<file path="config.mk">
export PLATFORM = sky130hd
export DESIGN_NAME = pipe_stage_reg
export DESIGN_NICKNAME = d
export VERILOG_FILES = /design/src/rtl/pipe_pkg.sv /design/src/rtl/pipe_field_reg.sv /design/src/rtl/pipe_stage_reg.sv
export SDC_FILE = /design/constraint.sdc
export NUM_CORES = 1
export LEC_CHECK = 0
export CORE_AREA = 2 2 177 179
export CTS_CLUSTER_SIZE = 40
export DETAILED_ROUTE_END_ITERATION = 10
export DIE_AREA = 0 0 179 181
export PLACE_DENSITY = 0.56
export SLEW_MARGIN = 20
export SYNTH_ARGS = -nofsm -noshare
export SYNTH_HDL_FRONTEND = slang
export SYNTH_SLANG_ARGS = --single-unit
export TNS_END_PERCENT = 5
</file>
<file path="constraint.sdc">
create_clock -name clk -period 1.29 [get_ports clk]
set_input_delay 0.258 -clock clk [delete_from_list [all_inputs] [get_ports clk]]
set_output_delay 0.258 -clock clk [all_outputs]
set_load 0.02 [all_outputs]
</file>
<file path="src/rtl/pipe_pkg.sv">
// Shared constants for the inter-stage pipeline registers.
// Lane indices name the generic data words carried between stages.
package pipe_pkg;

    localparam logic [31:0] INSTR_NOP        = 32'h0000_0000;
    localparam logic [31:0] DEFAULT_RESET_PC = 32'h0000_3000;

    localparam int LANE_RS  = 0;
    localparam int LANE_RT  = 1;
    localparam int LANE_EXT = 2;
    localparam int LANE_ALU = 3;
    localparam int LANE_DM  = 4;

    localparam int DEFAULT_LANES = 5;

    function automatic int lane_lo(input int k, input int w);
        return k * w;
    endfunction

endpackage

</file>
<file path="src/rtl/pipe_field_reg.sv">
// One field of a pipeline register: reset > clear > enable-load.
// Clear writes a bubble value; a disabled enable holds the field.
module pipe_field_reg #(
    parameter int           W       = 32,
    parameter logic [W-1:0] RST_VAL = '0,
    parameter logic [W-1:0] CLR_VAL = '0
) (
    input  logic         clk,
    input  logic         reset,
    input  logic         en,
    input  logic         clr,
    input  logic [W-1:0] d,
    output logic [W-1:0] q
);

    logic [W-1:0] r_q;

    always_ff @(posedge clk) begin
        if (reset) begin
            r_q <= RST_VAL;
        end else if (clr) begin
            r_q <= CLR_VAL;
        end else if (en) begin
            r_q <= d;
        end
    end

    assign q = r_q;

endmodule

</file>
<file path="src/rtl/pipe_stage_reg.sv">
// Inter-stage pipeline register with stall (hold) and flush (bubble).
// Define PIPE_REG_PERF_CNT_EN to add stall/bubble performance counters.
module pipe_stage_reg
    import pipe_pkg::*;
#(
    parameter int          WIDTH         = 32,
    parameter int          LANES         = DEFAULT_LANES,
    parameter logic [31:0] RESET_PC      = DEFAULT_RESET_PC,
    parameter int          FLUSH_KEEP_PC = 0,
    parameter int          CNT_W         = 32
) (
    input  logic                   clk,
    input  logic                   reset,
    input  logic                   stall,
    input  logic                   flush,
    input  logic                   in_valid,
    input  logic [31:0]            in_pc,
    input  logic [31:0]            in_instr,
    input  logic [LANES*WIDTH-1:0] in_data,
    output logic                   out_valid,
    output logic [31:0]            out_pc,
    output logic [31:0]            out_instr,
`ifdef PIPE_REG_PERF_CNT_EN
    output logic [LANES*WIDTH-1:0] out_data,
    output logic [CNT_W-1:0]       stall_cnt,
    output logic [CNT_W-1:0]       bubble_cnt
`else
    output logic [LANES*WIDTH-1:0] out_data
`endif
);

    localparam logic KEEP_PC = (FLUSH_KEEP_PC != 0);

    logic w_en;
    logic w_clr;
    logic w_pc_clr;

    // Flush must write even while stalled, so it also enables the load.
    assign w_en     = ~stall | flush;
    assign w_clr    = flush;
    assign w_pc_clr = flush & ~KEEP_PC;

    pipe_field_reg #(
        .W      (32),
        .RST_VAL(RESET_PC),
        .CLR_VAL(RESET_PC)
    ) u_pc (
        .clk  (clk),
        .reset(reset),
        .en   (w_en),
        .clr  (w_pc_clr),
        .d    (in_pc),
        .q    (out_pc)
    );

    pipe_field_reg #(
        .W      (32),
        .RST_VAL(INSTR_NOP),
        .CLR_VAL(INSTR_NOP)
    ) u_instr (
        .clk  (clk),
        .reset(reset),
        .en   (w_en),
        .clr  (w_clr),
        .d    (in_instr),
        .q    (out_instr)
    );

    pipe_field_reg #(
        .W      (1),
        .RST_VAL(1'b0),
        .CLR_VAL(1'b0)
    ) u_valid (
        .clk  (clk),
        .reset(reset),
        .en   (w_en),
        .clr  (w_clr),
        .d    (in_valid),
        .q    (out_valid)
    );

    for (genvar k = 0; k < LANES; k++) begin : g_lane
        pipe_field_reg #(
            .W      (WIDTH),
            .RST_VAL('0),
            .CLR_VAL('0)
        ) u_lane (
            .clk  (clk),
            .reset(reset),
            .en   (w_en),
            .clr  (w_clr),
            .d    (in_data[lane_lo(k, WIDTH) +: WIDTH]),
            .q    (out_data[lane_lo(k, WIDTH) +: WIDTH])
        );
    end

`ifdef PIPE_REG_PERF_CNT_EN
    logic [CNT_W-1:0] r_stall_cnt;
    logic [CNT_W-1:0] r_bubble_cnt;
    logic             w_stall_hit;

    assign w_stall_hit = stall & ~flush;

    always_ff @(posedge clk) begin
        if (reset) begin
            r_stall_cnt  <= '0;
            r_bubble_cnt <= '0;
        end else begin
            if (w_stall_hit) begin
                r_stall_cnt <= r_stall_cnt + CNT_W'(1);
            end
            if (flush) begin
                r_bubble_cnt <= r_bubble_cnt + CNT_W'(1);
            end
        end
    end

    assign stall_cnt  = r_stall_cnt;
    assign bubble_cnt = r_bubble_cnt;
`endif

endmodule

</file>
==> results.cfg <==
[final_layout]
final_layout_size_suffix_gt1_share_pct = 43.19
multi_input_area_sq_mm = 0.003134
ff_latch_area_sq_mm = 0.004776
diodes = 0
design_area_sq_mm = 0.01456
area_delta_synth_final_pct = 80.65
nNetsFinal = 1427
fillers = 2837

[placement]
gp_congestion = 0.7847
post-place-ws_ns = -0.2114
placed_cell_area_sq_mm = 0.01318
io_buffers = 453
post-dp-hpwl_um = 20220

[critical_path]
cp_cell_sequence = buf_6
crit_start = g_lane[1].u_lane.q[5]
path_depth = 1
cpPeakStageDelay_ns = 0.36
reg2reg_to = g_lane[1].u_lane.q[15]
crit_buf_inv = 1
path_delay_family = flip-flops
start_kind = register
crit_fanout = 2
cp.required_ns = 1.03
critPathKind = reg2out
worstRegToRegCells = 3
r2r_slack_ns = 0.56
endpoint = out_data[37]
cp_slowest_cell = dfxtp_2
crit_arrival_ns = 1.02
rr_startpoint = g_lane[1].u_lane.q[15]
cp-end-kind = output pin

[clocking]
cts-root-buf = clkbuf_16
clkTransAtPathRegs_ns = 0.06
clockBufferDepth = 3
htreeDepth = 1
clk_latency_ns = 0.53
cts_tree = done
cts_buffers = 27
numClockSinks = 225
hold_buffers = 0

[sta]
worstMarginPinSlew_ns = 0.2754
setup-violations-final = 0
slew-limit-headroom_pct = 81.64
rsz0062_at_grt = true
setup_slack_ns = 0.01627
hold_viol = 0
fmax_ghz = 0.7851
finalMaxSlewViolations = 0
skew_ns = 0
period_share_pct = 98.74
fin_crit_ns = 1.274
tns_ns = 0

[logic_synthesis]
synthTopCellsByArea = dfxtp_1 (56%), mux2i_1 (28%), nor2_1 (10%)
dominantRegCellSynth = dfxtp_1
avgSynthCellArea_sq_um = 11.08
synth_nets = 956
ys_seq_elements = 225
yosysWarningCount = 0
syn_inst = 727
synth_top_area_share_pct = 55.90
postSynth.asyncResetShare_pct = 0
synth.distinct_cells = 10
post-synth-top-area-cell = dfxtp_1
seq_area_frac_synth_pct = 55.90
synth.top_cells.by_count = dfxtp_1 (225), mux2i_1 (225), nor2_1 (214)
synth_edf_count = 0
syn-cell-area_sq_mm = 0.008058

[floorplan]
dieWidth_um = 179
io_pins = 454
die_y_um = 181
dieArea_sq_mm = 0.03240
rows = 64
core-area_sq_mm = 0.03035
initial_core_util_pct = 26.55

[power]
power_uw = 17140
power_density_mw_per_mm2 = 1177
ir_drop_mv = 0.7126
p_leak_uw = 0.006507

[routing]
detail_route.wl_per_cell_um = 16.43
final_antenna_net_count = 0
initialDrtViolationCount = 169
drt_pass1_iterations = 4
viasPerCell = 4.172
vias = 6734
drc = 0
wl_um = 26520

[grt]
grt_max_degree = 31
overflow = 0
grtUsageTotal_pct = 15.47
antenna_found_initial = 0
grt_pass1_vias = 6823
grt_pass1_wl_um = 39130

[worst_hold_path]
hold_class = in2reg

[outcome]
outcome = completed

[flow_run]
maxCapViolations = 0
-- worst min-delay path by stage --
stage | to | cells past startpoint | startpoint | slack, ns
2_1_floorplan | u_pc.q[12] | 2 | flush | 0.36
3_3_place_gp | u_pc.q[13] | 2 | u_pc.q[13] | 0.46
3_5_place_dp | u_pc.q[13] | 2 | u_pc.q[13] | 0.47
4_1_cts | u_pc.q[29] | 4 | stall | 0.15
5_1_grt | u_pc.q[29] | 4 | stall | 0.17
6_report | u_pc.q[29] | 4 | stall | 0.17
-- kinds of logic after synthesis --
kind of cell	synth area share (%)
buffers and inverters	5.233
DFF	55.90
muxes	27.95
and+or+nand+nor	10.92
-- power by group --
| group | total [uW] | leakage [uW] | internal [uW] | switching (uW) |
|---|---|---|---|---|
| sequential | 7380 | 0.00193 | 7220 | 161 |
| clock | 7240 | 0.000419 | 4340 | 2900 |
| combinational | 2510 | 0.00416 | 1500 | 1010 |
| total | 17100 | 0.00651 | 13100 | 4070 |
-- final cells by class --
| type | count | area share, % |
|---|---|---|
| Sequential cell | 225 | 32.81 |
| Clock buffer | 42 | 5.372 |
| Timing Repair Buffer | 492 | 36.44 |
| Tap cell | 396 | 3.404 |
| Multi-Input combinational cell | 452 | 21.53 |
| Clock inverter | 7 | 0.4384 |
-- cells in the final DEF, fill, tap and decap left out, drive strengths merged --
| cell | synthesis | routed |
|---|---|---|
| clkbuf | 5 | 42 |
| mux2i | 225 | 225 |
| inv | 0 | 1 |
| clkdlybuf4s50 | 0 | 227 |
| clkinv | 0 | 5 |
| bufinv | 0 | 1 |
| nor2 | 224 | 224 |
| buf | 45 | 265 |
| or2 | 1 | 1 |
| dfxtp | 225 | 225 |
| nand2 | 2 | 2 |
-- registers in the layout, summed over array words and instances (netlist names) --
| name | flops |
|---|---|
| g_lane.u_lane.q | 160 |
| u_instr.q | 32 |
| u_pc.q | 32 |
| u_valid.q | 1 |
-- layer usage --
| metal | part of all wire, % | track usage, % |
|---|---|---|
| met5 | 0 | 0 |
| met4 | 2.2 | 4.325 |
| met3 | 9.6 | 5.135 |
| met2 | 50 | 27.80 |
| met1 | 39 | 17.20 |
-- timing repair --
| action | in CTS | in global routing |
|---|---|---|
| gates resized for setup | 1187 | 384 |
| buffers inserted | 0 | 1 |
| endpoints found under the setup margin | 225 | 181 |
-- per-stage QoR --
step | hold WS, ns | cells | util [%]
floorplan | 0.3553 | 727 | -
global placement | 0.4620 | 1564 | 43.43
detailed placement | 0.4710 | 1564 | 43.43
CTS | 0.1496 | 1613 | 44.76
global route | 0.1664 | 1614 | 47.96
finish | 0.1657 | 1614 | 47.96
Note: power is estimated with default switching activity, not from simulation.
